--- src/rtl/stack_bus_downstream_arbiter_if.sv ---
// Manager-array to stack-bus handshake bundle for stack_bus_downstream_arbiter.
// master = requester/stack-bus side, slave = arbiter.
interface stack_bus_downstream_arbiter_if #(
    parameter int NUM_REQ  = 4,
    parameter int DATA_W   = 64,
    parameter int DEST_W   = 6,
    parameter int REQ_ID_W = 2
);
    logic [NUM_REQ-1:0]        req_valid;
    logic [NUM_REQ-1:0]        req_sop;
    logic [NUM_REQ-1:0]        req_eop;
    logic [NUM_REQ*DATA_W-1:0] req_data;
    logic [NUM_REQ*DEST_W-1:0] req_dest;
    logic [NUM_REQ-1:0]        req_ready;
    logic                      bus_valid;
    logic                      bus_sop;
    logic                      bus_eop;
    logic [DATA_W-1:0]         bus_data;
    logic [DEST_W-1:0]         bus_dest;
    logic [REQ_ID_W-1:0]       bus_src;
    logic                      bus_ready;
    logic                      err_nosop;
    logic                      err_overlen;

    modport master (
        output req_valid, req_sop, req_eop, req_data, req_dest, bus_ready,
        input  req_ready, bus_valid, bus_sop, bus_eop, bus_data, bus_dest, bus_src,
               err_nosop, err_overlen
    );
    modport slave (
        input  req_valid, req_sop, req_eop, req_data, req_dest, bus_ready,
        output req_ready, bus_valid, bus_sop, bus_eop, bus_data, bus_dest, bus_src,
               err_nosop, err_overlen
    );
endinterface

--- src/rtl/stack_bus_downstream_arbiter.sv ---
// Round-robin packet arbiter onto the downstream stack bus with registered output stage.
// Optional macro STACK_BUS_DS_ARB_STATS_EN adds per-requester completed-packet counters.
module stack_bus_downstream_arbiter #(
    parameter int NUM_REQ   = 4,
    parameter int DATA_W    = 64,
    parameter int DEST_W    = 6,
    parameter int MAX_BEATS = 32,
    parameter int REQ_ID_W  = 2
) (
    input logic clk,
    input logic reset_poweron,
    stack_bus_downstream_arbiter_if.slave bif
`ifdef STACK_BUS_DS_ARB_STATS_EN
    ,
    output logic [NUM_REQ*16-1:0] stat_pkt_cnt
`endif
);
    localparam int CNT_W = $clog2(MAX_BEATS + 1);

    typedef enum logic [1:0] {IDLE, XFER, DRAIN} state_t;

    state_t              state_q, state_d;
    logic [REQ_ID_W-1:0] grant_q, grant_d;
    logic [REQ_ID_W-1:0] last_grant_q, last_grant_d;
    logic [CNT_W-1:0]    beat_cnt_q, beat_cnt_d;
    logic [DEST_W-1:0]   dest_lat_q, dest_lat_d;
    logic                bus_valid_q, bus_valid_d;
    logic                bus_sop_q, bus_sop_d;
    logic                bus_eop_q, bus_eop_d;
    logic [DATA_W-1:0]   bus_data_q, bus_data_d;
    logic [DEST_W-1:0]   bus_dest_q, bus_dest_d;
    logic [REQ_ID_W-1:0] bus_src_q, bus_src_d;
    logic                err_nosop_q, err_nosop_d;
    logic                err_overlen_q, err_overlen_d;

    logic [NUM_REQ-1:0]  req_ready;
    logic [REQ_ID_W-1:0] winner;
    logic                found;
    logic                slot_free, g_valid, g_eop, accept, at_max;
    logic [DATA_W-1:0]   g_data;
    logic [CNT_W-1:0]    cnt_inc;

    assign slot_free = !bus_valid_q || bif.bus_ready;
    assign g_valid   = bif.req_valid[grant_q];
    assign g_eop     = bif.req_eop[grant_q];
    assign g_data    = bif.req_data[int'(grant_q)*DATA_W +: DATA_W];
    assign accept    = (state_q == XFER) && g_valid && slot_free;
    assign cnt_inc   = beat_cnt_q + 1'b1;
    assign at_max    = (cnt_inc == CNT_W'(MAX_BEATS));

    // Round-robin search begins one past the last completed grant.
    always_comb begin
        winner = '0;
        found  = 1'b0;
        for (int i = 1; i <= NUM_REQ; i++) begin
            if (!found && bif.req_valid[(int'(last_grant_q) + i) % NUM_REQ]
                       && bif.req_sop[(int'(last_grant_q) + i) % NUM_REQ]) begin
                found  = 1'b1;
                winner = REQ_ID_W'((int'(last_grant_q) + i) % NUM_REQ);
            end
        end
    end

    always_ff @(posedge clk or negedge reset_poweron) begin
        if (!reset_poweron) begin
            state_q       <= IDLE;
            grant_q       <= '0;
            last_grant_q  <= REQ_ID_W'(NUM_REQ - 1);
            beat_cnt_q    <= '0;
            dest_lat_q    <= '0;
            bus_valid_q   <= 1'b0;
            bus_sop_q     <= 1'b0;
            bus_eop_q     <= 1'b0;
            bus_data_q    <= '0;
            bus_dest_q    <= '0;
            bus_src_q     <= '0;
            err_nosop_q   <= 1'b0;
            err_overlen_q <= 1'b0;
        end else begin
            state_q       <= state_d;
            grant_q       <= grant_d;
            last_grant_q  <= last_grant_d;
            beat_cnt_q    <= beat_cnt_d;
            dest_lat_q    <= dest_lat_d;
            bus_valid_q   <= bus_valid_d;
            bus_sop_q     <= bus_sop_d;
            bus_eop_q     <= bus_eop_d;
            bus_data_q    <= bus_data_d;
            bus_dest_q    <= bus_dest_d;
            bus_src_q     <= bus_src_d;
            err_nosop_q   <= err_nosop_d;
            err_overlen_q <= err_overlen_d;
        end
    end

    always_comb begin
        state_d      = state_q;
        grant_d      = grant_q;
        last_grant_d = last_grant_q;
        beat_cnt_d   = beat_cnt_q;
        dest_lat_d   = dest_lat_q;
        case (state_q)
            IDLE: begin
                // Destination is staged here so a still-pending last beat keeps its bus_dest.
                if (found) begin
                    state_d    = XFER;
                    grant_d    = winner;
                    dest_lat_d = bif.req_dest[int'(winner)*DEST_W +: DEST_W];
                end
            end
            XFER: begin
                if (accept) begin
                    beat_cnt_d = cnt_inc;
                    if (g_eop) begin
                        state_d      = IDLE;
                        last_grant_d = grant_q;
                        beat_cnt_d   = '0;
                    end else if (at_max) begin
                        state_d    = DRAIN;
                        beat_cnt_d = '0;
                    end
                end
            end
            DRAIN: begin
                if (g_valid && g_eop) begin
                    state_d      = IDLE;
                    last_grant_d = grant_q;
                end
            end
            default: state_d = IDLE;
        endcase
    end

    always_comb begin
        req_ready     = '0;
        bus_valid_d   = bus_valid_q && !bif.bus_ready;
        bus_sop_d     = bus_sop_q;
        bus_eop_d     = bus_eop_q;
        bus_data_d    = bus_data_q;
        bus_dest_d    = bus_dest_q;
        bus_src_d     = bus_src_q;
        err_nosop_d   = 1'b0;
        err_overlen_d = err_overlen_q;
        case (state_q)
            IDLE: begin
                req_ready   = bif.req_valid & ~bif.req_sop;
                err_nosop_d = |(bif.req_valid & ~bif.req_sop);
            end
            XFER:    req_ready[grant_q] = slot_free;
            DRAIN:   req_ready[grant_q] = 1'b1;
            default: req_ready = '0;
        endcase
        if (accept) begin
            bus_valid_d = 1'b1;
            bus_sop_d   = (beat_cnt_q == '0);
            bus_eop_d   = g_eop || at_max;
            bus_data_d  = g_data;
            bus_dest_d  = dest_lat_q;
            bus_src_d   = grant_q;
            if (at_max && !g_eop) err_overlen_d = 1'b1;
        end
    end

    assign bif.req_ready   = req_ready & {NUM_REQ{reset_poweron}};
    assign bif.bus_valid   = bus_valid_q;
    assign bif.bus_sop     = bus_sop_q;
    assign bif.bus_eop     = bus_eop_q;
    assign bif.bus_data    = bus_data_q;
    assign bif.bus_dest    = bus_dest_q;
    assign bif.bus_src     = bus_src_q;
    assign bif.err_nosop   = err_nosop_q;
    assign bif.err_overlen = err_overlen_q;

`ifdef STACK_BUS_DS_ARB_STATS_EN
    logic [NUM_REQ-1:0][15:0] stat_q, stat_d;
    logic                     pkt_done;

    assign pkt_done = accept && (g_eop || at_max);

    always_comb begin
        stat_d = stat_q;
        if (pkt_done) stat_d[grant_q] = stat_q[grant_q] + 16'd1;
    end

    always_ff @(posedge clk or negedge reset_poweron) begin
        if (!reset_poweron) stat_q <= '0;
        else                stat_q <= stat_d;
    end

    assign stat_pkt_cnt = stat_q;
`endif
endmodule

--- src/flat_wrapper.sv ---
// flat-port wrapper written by rule: the top's interface ports become plain ports
module stack_bus_downstream_arbiter_flat 
#(
    parameter int NUM_REQ   = 4,
    parameter int DATA_W    = 64,
    parameter int DEST_W    = 6,
    parameter int MAX_BEATS = 32,
    parameter int REQ_ID_W  = 2
)
  (clk, reset_poweron, bif_req_valid, bif_req_sop, bif_req_eop, bif_req_data, bif_req_dest, bif_bus_ready, bif_req_ready, bif_bus_valid, bif_bus_sop, bif_bus_eop, bif_bus_data, bif_bus_dest, bif_bus_src, bif_err_nosop, bif_err_overlen);
  stack_bus_downstream_arbiter_if #(.NUM_REQ(NUM_REQ), .DATA_W(DATA_W), .DEST_W(DEST_W), .REQ_ID_W(REQ_ID_W)) bif_i ();
  input logic clk;
  input logic reset_poweron;
  input wire logic [$bits(bif_i.req_valid)-1:0] bif_req_valid;
  input wire logic [$bits(bif_i.req_sop)-1:0] bif_req_sop;
  input wire logic [$bits(bif_i.req_eop)-1:0] bif_req_eop;
  input wire logic [$bits(bif_i.req_data)-1:0] bif_req_data;
  input wire logic [$bits(bif_i.req_dest)-1:0] bif_req_dest;
  input wire logic [$bits(bif_i.bus_ready)-1:0] bif_bus_ready;
  output wire logic [$bits(bif_i.req_ready)-1:0] bif_req_ready;
  output wire logic [$bits(bif_i.bus_valid)-1:0] bif_bus_valid;
  output wire logic [$bits(bif_i.bus_sop)-1:0] bif_bus_sop;
  output wire logic [$bits(bif_i.bus_eop)-1:0] bif_bus_eop;
  output wire logic [$bits(bif_i.bus_data)-1:0] bif_bus_data;
  output wire logic [$bits(bif_i.bus_dest)-1:0] bif_bus_dest;
  output wire logic [$bits(bif_i.bus_src)-1:0] bif_bus_src;
  output wire logic [$bits(bif_i.err_nosop)-1:0] bif_err_nosop;
  output wire logic [$bits(bif_i.err_overlen)-1:0] bif_err_overlen;
  assign bif_i.req_valid = bif_req_valid;
  assign bif_i.req_sop = bif_req_sop;
  assign bif_i.req_eop = bif_req_eop;
  assign bif_i.req_data = bif_req_data;
  assign bif_i.req_dest = bif_req_dest;
  assign bif_i.bus_ready = bif_bus_ready;
  assign bif_req_ready = bif_i.req_ready;
  assign bif_bus_valid = bif_i.bus_valid;
  assign bif_bus_sop = bif_i.bus_sop;
  assign bif_bus_eop = bif_i.bus_eop;
  assign bif_bus_data = bif_i.bus_data;
  assign bif_bus_dest = bif_i.bus_dest;
  assign bif_bus_src = bif_i.bus_src;
  assign bif_err_nosop = bif_i.err_nosop;
  assign bif_err_overlen = bif_i.err_overlen;
  stack_bus_downstream_arbiter #(.NUM_REQ(NUM_REQ), .DATA_W(DATA_W), .DEST_W(DEST_W), .MAX_BEATS(MAX_BEATS), .REQ_ID_W(REQ_ID_W)) u_core (.clk(clk), .reset_poweron(reset_poweron), .bif(bif_i));
endmodule
--- config.mk ---
export PLATFORM = sky130hd
export DESIGN_NAME = stack_bus_downstream_arbiter_flat
export DESIGN_NICKNAME = d
export VERILOG_FILES = /design/src/rtl/stack_bus_downstream_arbiter_if.sv /design/src/rtl/stack_bus_downstream_arbiter.sv /design/src/flat_wrapper.sv
export SDC_FILE = /design/constraint.sdc
export NUM_CORES = 1
export LEC_CHECK = 0
export ABC_AREA = 1
export BUFFER_PORTS_ARGS = -buffer_cell sky130_fd_sc_hd__buf_2
export CAP_MARGIN = 20
export CORE_AREA = 5 5 143 145
export DETAILED_ROUTE_END_ITERATION = 12
export DIE_AREA = 0 0 148 150
export GPL_TIMING_DRIVEN = 0
export HOLD_SLACK_MARGIN = 0.08
export SLEW_MARGIN = 5
export SYNTH_ARGS = -nofsm -noshare
export SYNTH_HDL_FRONTEND = slang
export SYNTH_SLANG_ARGS = --single-unit
export TNS_END_PERCENT = 30
--- constraint.sdc ---
create_clock -name clk -period 2.8 [get_ports clk]
set_input_delay 0.42 -clock clk [delete_from_list [all_inputs] [get_ports clk]]
set_output_delay 0.42 -clock clk [all_outputs]
set_load 0.01 [all_outputs]
==> results.json <==
{
  "die_w_microns": 148,
  "final_max_slew_viol_count": 0,
  "nets": 1415,
  "postLayoutCellArea_sq_mm": 0.00823,
  "syn-mean-instance-area_sq_um": 7.80,
  "fin_crit_ns": 2.60,
  "yosysWarnings": 0,
  "ys_seq_area_share_pct": 41.8,
  "postCtsSetupBuffers": 0,
  "ios": 376,
  "finalSetupTns_ns": 0,
  "dpl.hpwl_mm": 22.2,
  "cp_cell_sequence": "nor2_1, buf_2, buf_2, nand2_1, o21ai_0, nand2_1, inv_1, buf_2",
  "wl_per_cell_microns": 19.7,
  "critPathSlowestCell": "dfrtp_1",
  "hold_viol_final": 0,
  "period_share_pct": 92.8,
  "syn_to_final_growth_pct": 44.5,
  "die_y_microns": 150,
  "cp_max_fo": 10,
  "port_buffers": 375,
  "dp_slack_ns": -0.0313,
  "status": "finished, violations left",
  "arrival_ns": 2.18,
  "postSynthCellCount": 730,
  "insertion_delay_ns": 0.35,
  "layoutNonFillerInstCount": 1366,
  "cts_htree_levels": 3,
  "max-slew-margin-rel_pct": 50.5,
  "clock-sinks": 95,
  "p_total_mw": 9.12,
  "wirelength_mm": 27.0,
  "holdWs_ns": 0.352,
  "synth_seq_cells": 95,
  "core_sq_mm": 0.0191,
  "min_path_type": "in -> reg",
  "tightest_slew_ns": 0.743,
  "utilization_pct": 43.1,
  "syn_nets": 1028,
  "place_congestion": 0.875,
  "grt_pass1_vias": 6796,
  "vias_per_cell": 5.04,
  "power_density_mw_per_mm2": 1110,
  "place_area_sq_mm": 0.00790,
  "crit_buf_inv": 4,
  "fin_skew_ns": 0.00825,
  "worst_ep_required_time_ns": 2.38,
  "yosysUniqueCellTypes": 34,
  "rows": 51,
  "cp-start-kind": "register",
  "endpoint_kind": "primary output",
  "start_util_pct": 29.9,
  "fin_ws_ns": 0.202,
  "cts_buffer_depth": 2,
  "rsz0062_at_grt": "false",
  "maxCapViolCount": 0,
  "grtUsageTotal_pct": 23.6,
  "cts_buffers": 9,
  "place_inst": 1344,
  "grt_start_max_net_pins": 58,
  "drive_gt1_share_pct": 38.9,
  "cts_tree": "yes",
  "cp_common_cell": "buf_2",
  "first_pass_iters": 11,
  "ir_drop_mv": 0.484,
  "antenna_found_initial": 13,
  "cpPeakStageDelay_ns": 0.45,
  "worstSetupPathType": "reg -> out",
  "via_count": 6888,
  "syn_area_sq_mm": 0.00570,
  "grt_pass1_wl_mm": 39.8,
  "ant_nets": 0,
  "power_leakage_nw": 4.12,
  "violations": "design-rule violations",
  "max_freq_ghz": 0.385,
  "cts_root_buf": "clkbuf_16",
  "drtIter0Drc": 350,
  "setup_violations": 0,
  "cp_top_family": "buffers and inverters",
  "clk_pin_slew_ns": 0.07,
  "route.detailed.drc": 2,
  "die_area_sq_mm": 0.0222,
  "gr-total-overflow": 0
}
-- placed cells by master, fill, tap and decap left out, types with 9 or more instances in the layout --
| master | synthesis | routed |
|---|---|---|
| clkbuf_16 | 0 | 9 |
| inv_1 | 51 | 51 |
| nand2_1 | 235 | 235 |
| nand4_1 | 66 | 66 |
| a22oi_1 | 66 | 66 |
| o21a_1 | 65 | 65 |
| nand3_1 | 35 | 35 |
| nor2_1 | 13 | 13 |
| dfrtp_1 | 93 | 93 |
| clkbuf_1 | 18 | 16 |
| buf_2 | 17 | 393 |
-- cells in the mapped netlist --
cell | count | share of area, %
o41ai_1 | 1 | 0.15
buf_2 | 17 | 1.5
a22oi_1 | 66 | 8.7
clkbuf_1 | 18 | 1.2
o21ai_0 | 4 | 0.35
a41oi_1 | 1 | 0.15
o21a_1 | 65 | 8.6
buf_6 | 2 | 0.40
xor2_1 | 3 | 0.46
a21oi_1 | 7 | 0.62
nor2_2 | 2 | 0.22
nand2_2 | 4 | 0.44
inv_2 | 3 | 0.20
o21ai_1 | 6 | 0.53
nand3b_2 | 1 | 0.20
nand3_1 | 35 | 3.1
buf_4 | 3 | 0.40
o22ai_1 | 5 | 0.55
buf_1 | 9 | 0.59
nand4_1 | 66 | 7.2
inv_4 | 1 | 0.11
ha_1 | 3 | 0.66
nand2_1 | 235 | 15
o211ai_1 | 2 | 0.26
a21boi_1 | 1 | 0.13
dfstp_2 | 2 | 0.92
dfrtp_1 | 93 | 41
nor2_4 | 2 | 0.40
xnor2_1 | 1 | 0.15
nor2_1 | 13 | 0.86
o21bai_1 | 2 | 0.26
nand3_2 | 5 | 0.88
inv_1 | 51 | 3.4
a21boi_0 | 1 | 0.13
-- layer usage --
layer | wire length (microns) | track usage [%]
met3 | 2480 | 7.45
met4 | 579 | 8.96
met2 | 12800 | 38.3
met5 | 80 | 0
met1 | 11000 | 29.4
-- worst register-to-register path: stages (launching register included) --
cell	delay, ns
dfrtp_1	0.45
nor2_1	0.31
a22oi_1	0.17
nand2_1	0.14
nand2_1	0.12
nor2_4	0.19
buf_2	0.28
buf_4	0.23
nand4_1	0.15
o21a_1	0.14
-- worst paths after layout --
| kind | start | to | slack (ns) | cells after the start |
|---|---|---|---|---|
| max | u_core.grant_q[0]$_DFFE_PN0P_ | bif_req_ready[0] | 0.20 | 8 |
| max in group asynchronous | reset_poweron | u_core.bif.bus_data[39]$_DFFE_PN0P_ | 1.48 | 3 |
| min | bif_req_dest[23] | u_core.dest_lat_q[5]$_DFFE_PN0P_ | 0.35 | 3 |
| min in group asynchronous | reset_poweron | u_core.bif.bus_data[3]$_DFFE_PN0P_ | 0.61 | 2 |
| max reg2reg | u_core.grant_q[0]$_DFFE_PN0P_ | u_core.bif.bus_data[10]$_DFFE_PN0P_ | 0.52 | 9 |
| min reg2reg | u_core.bif.bus_dest[3]$_DFFE_PN0P_ | u_core.bif.bus_dest[3]$_DFFE_PN0P_ | 0.48 | 2 |
-- repair_timing --
item                       in CTS  in global routing
setup endpoints to repair       3                  0
hold buffers                    1                  0
gates resized for setup         3                  0
hold endpoints to repair        7                  0
-- kinds of logic (layout without fill, tap and decap cells) --
group / Yosys count / in the layout / share of synthesized area (%)
simple gates: 363 / 363 / 28.8
compound gates: 161 / 161 / 20.4
buf+inv: 104 / 496 / 7.73
flops: 95 / 95 / 41.8
xor+xnor: 4 / 4 / 0.615
fa+ha+maj: 3 / 3 / 0.659
other cells: 0 / 6 / 0
-- registers in the layout, indices dropped and copies added, names as in the netlist, 2 cells and up --
signal               flops
u_core.bif.bus_data     64
u_core.beat_cnt_q        6
u_core.bif.bus_dest      6
u_core.dest_lat_q        6
u_core.bif.bus_src       2
u_core.grant_q           2
u_core.last_grant_q      2
u_core.state_q           2
-- final cells by class --
| class | count | area [sq um] |
|---|---|---|
| buffer | 48 | 231 |
| clock buffer | 9 | 225 |
| fill | 1990 | 10900 |
| multi-input combinational | 531 | 2880 |
| tap | 238 | 298 |
| timing repair buffer | 377 | 1920 |
| sequential | 95 | 2380 |
| clock inverter | 7 | 78.8 |
| inverter | 55 | 209 |
| antenna | 6 | 15.0 |
-- power breakdown --
group	internal, mW	switching (mW)	total (mW)
sequential	2.07	0.369	2.44
combinational	2.04	3.35	5.39
clock	0.704	0.584	1.29
total	4.82	4.30	9.12
Power figures use the tool's default switching activity.
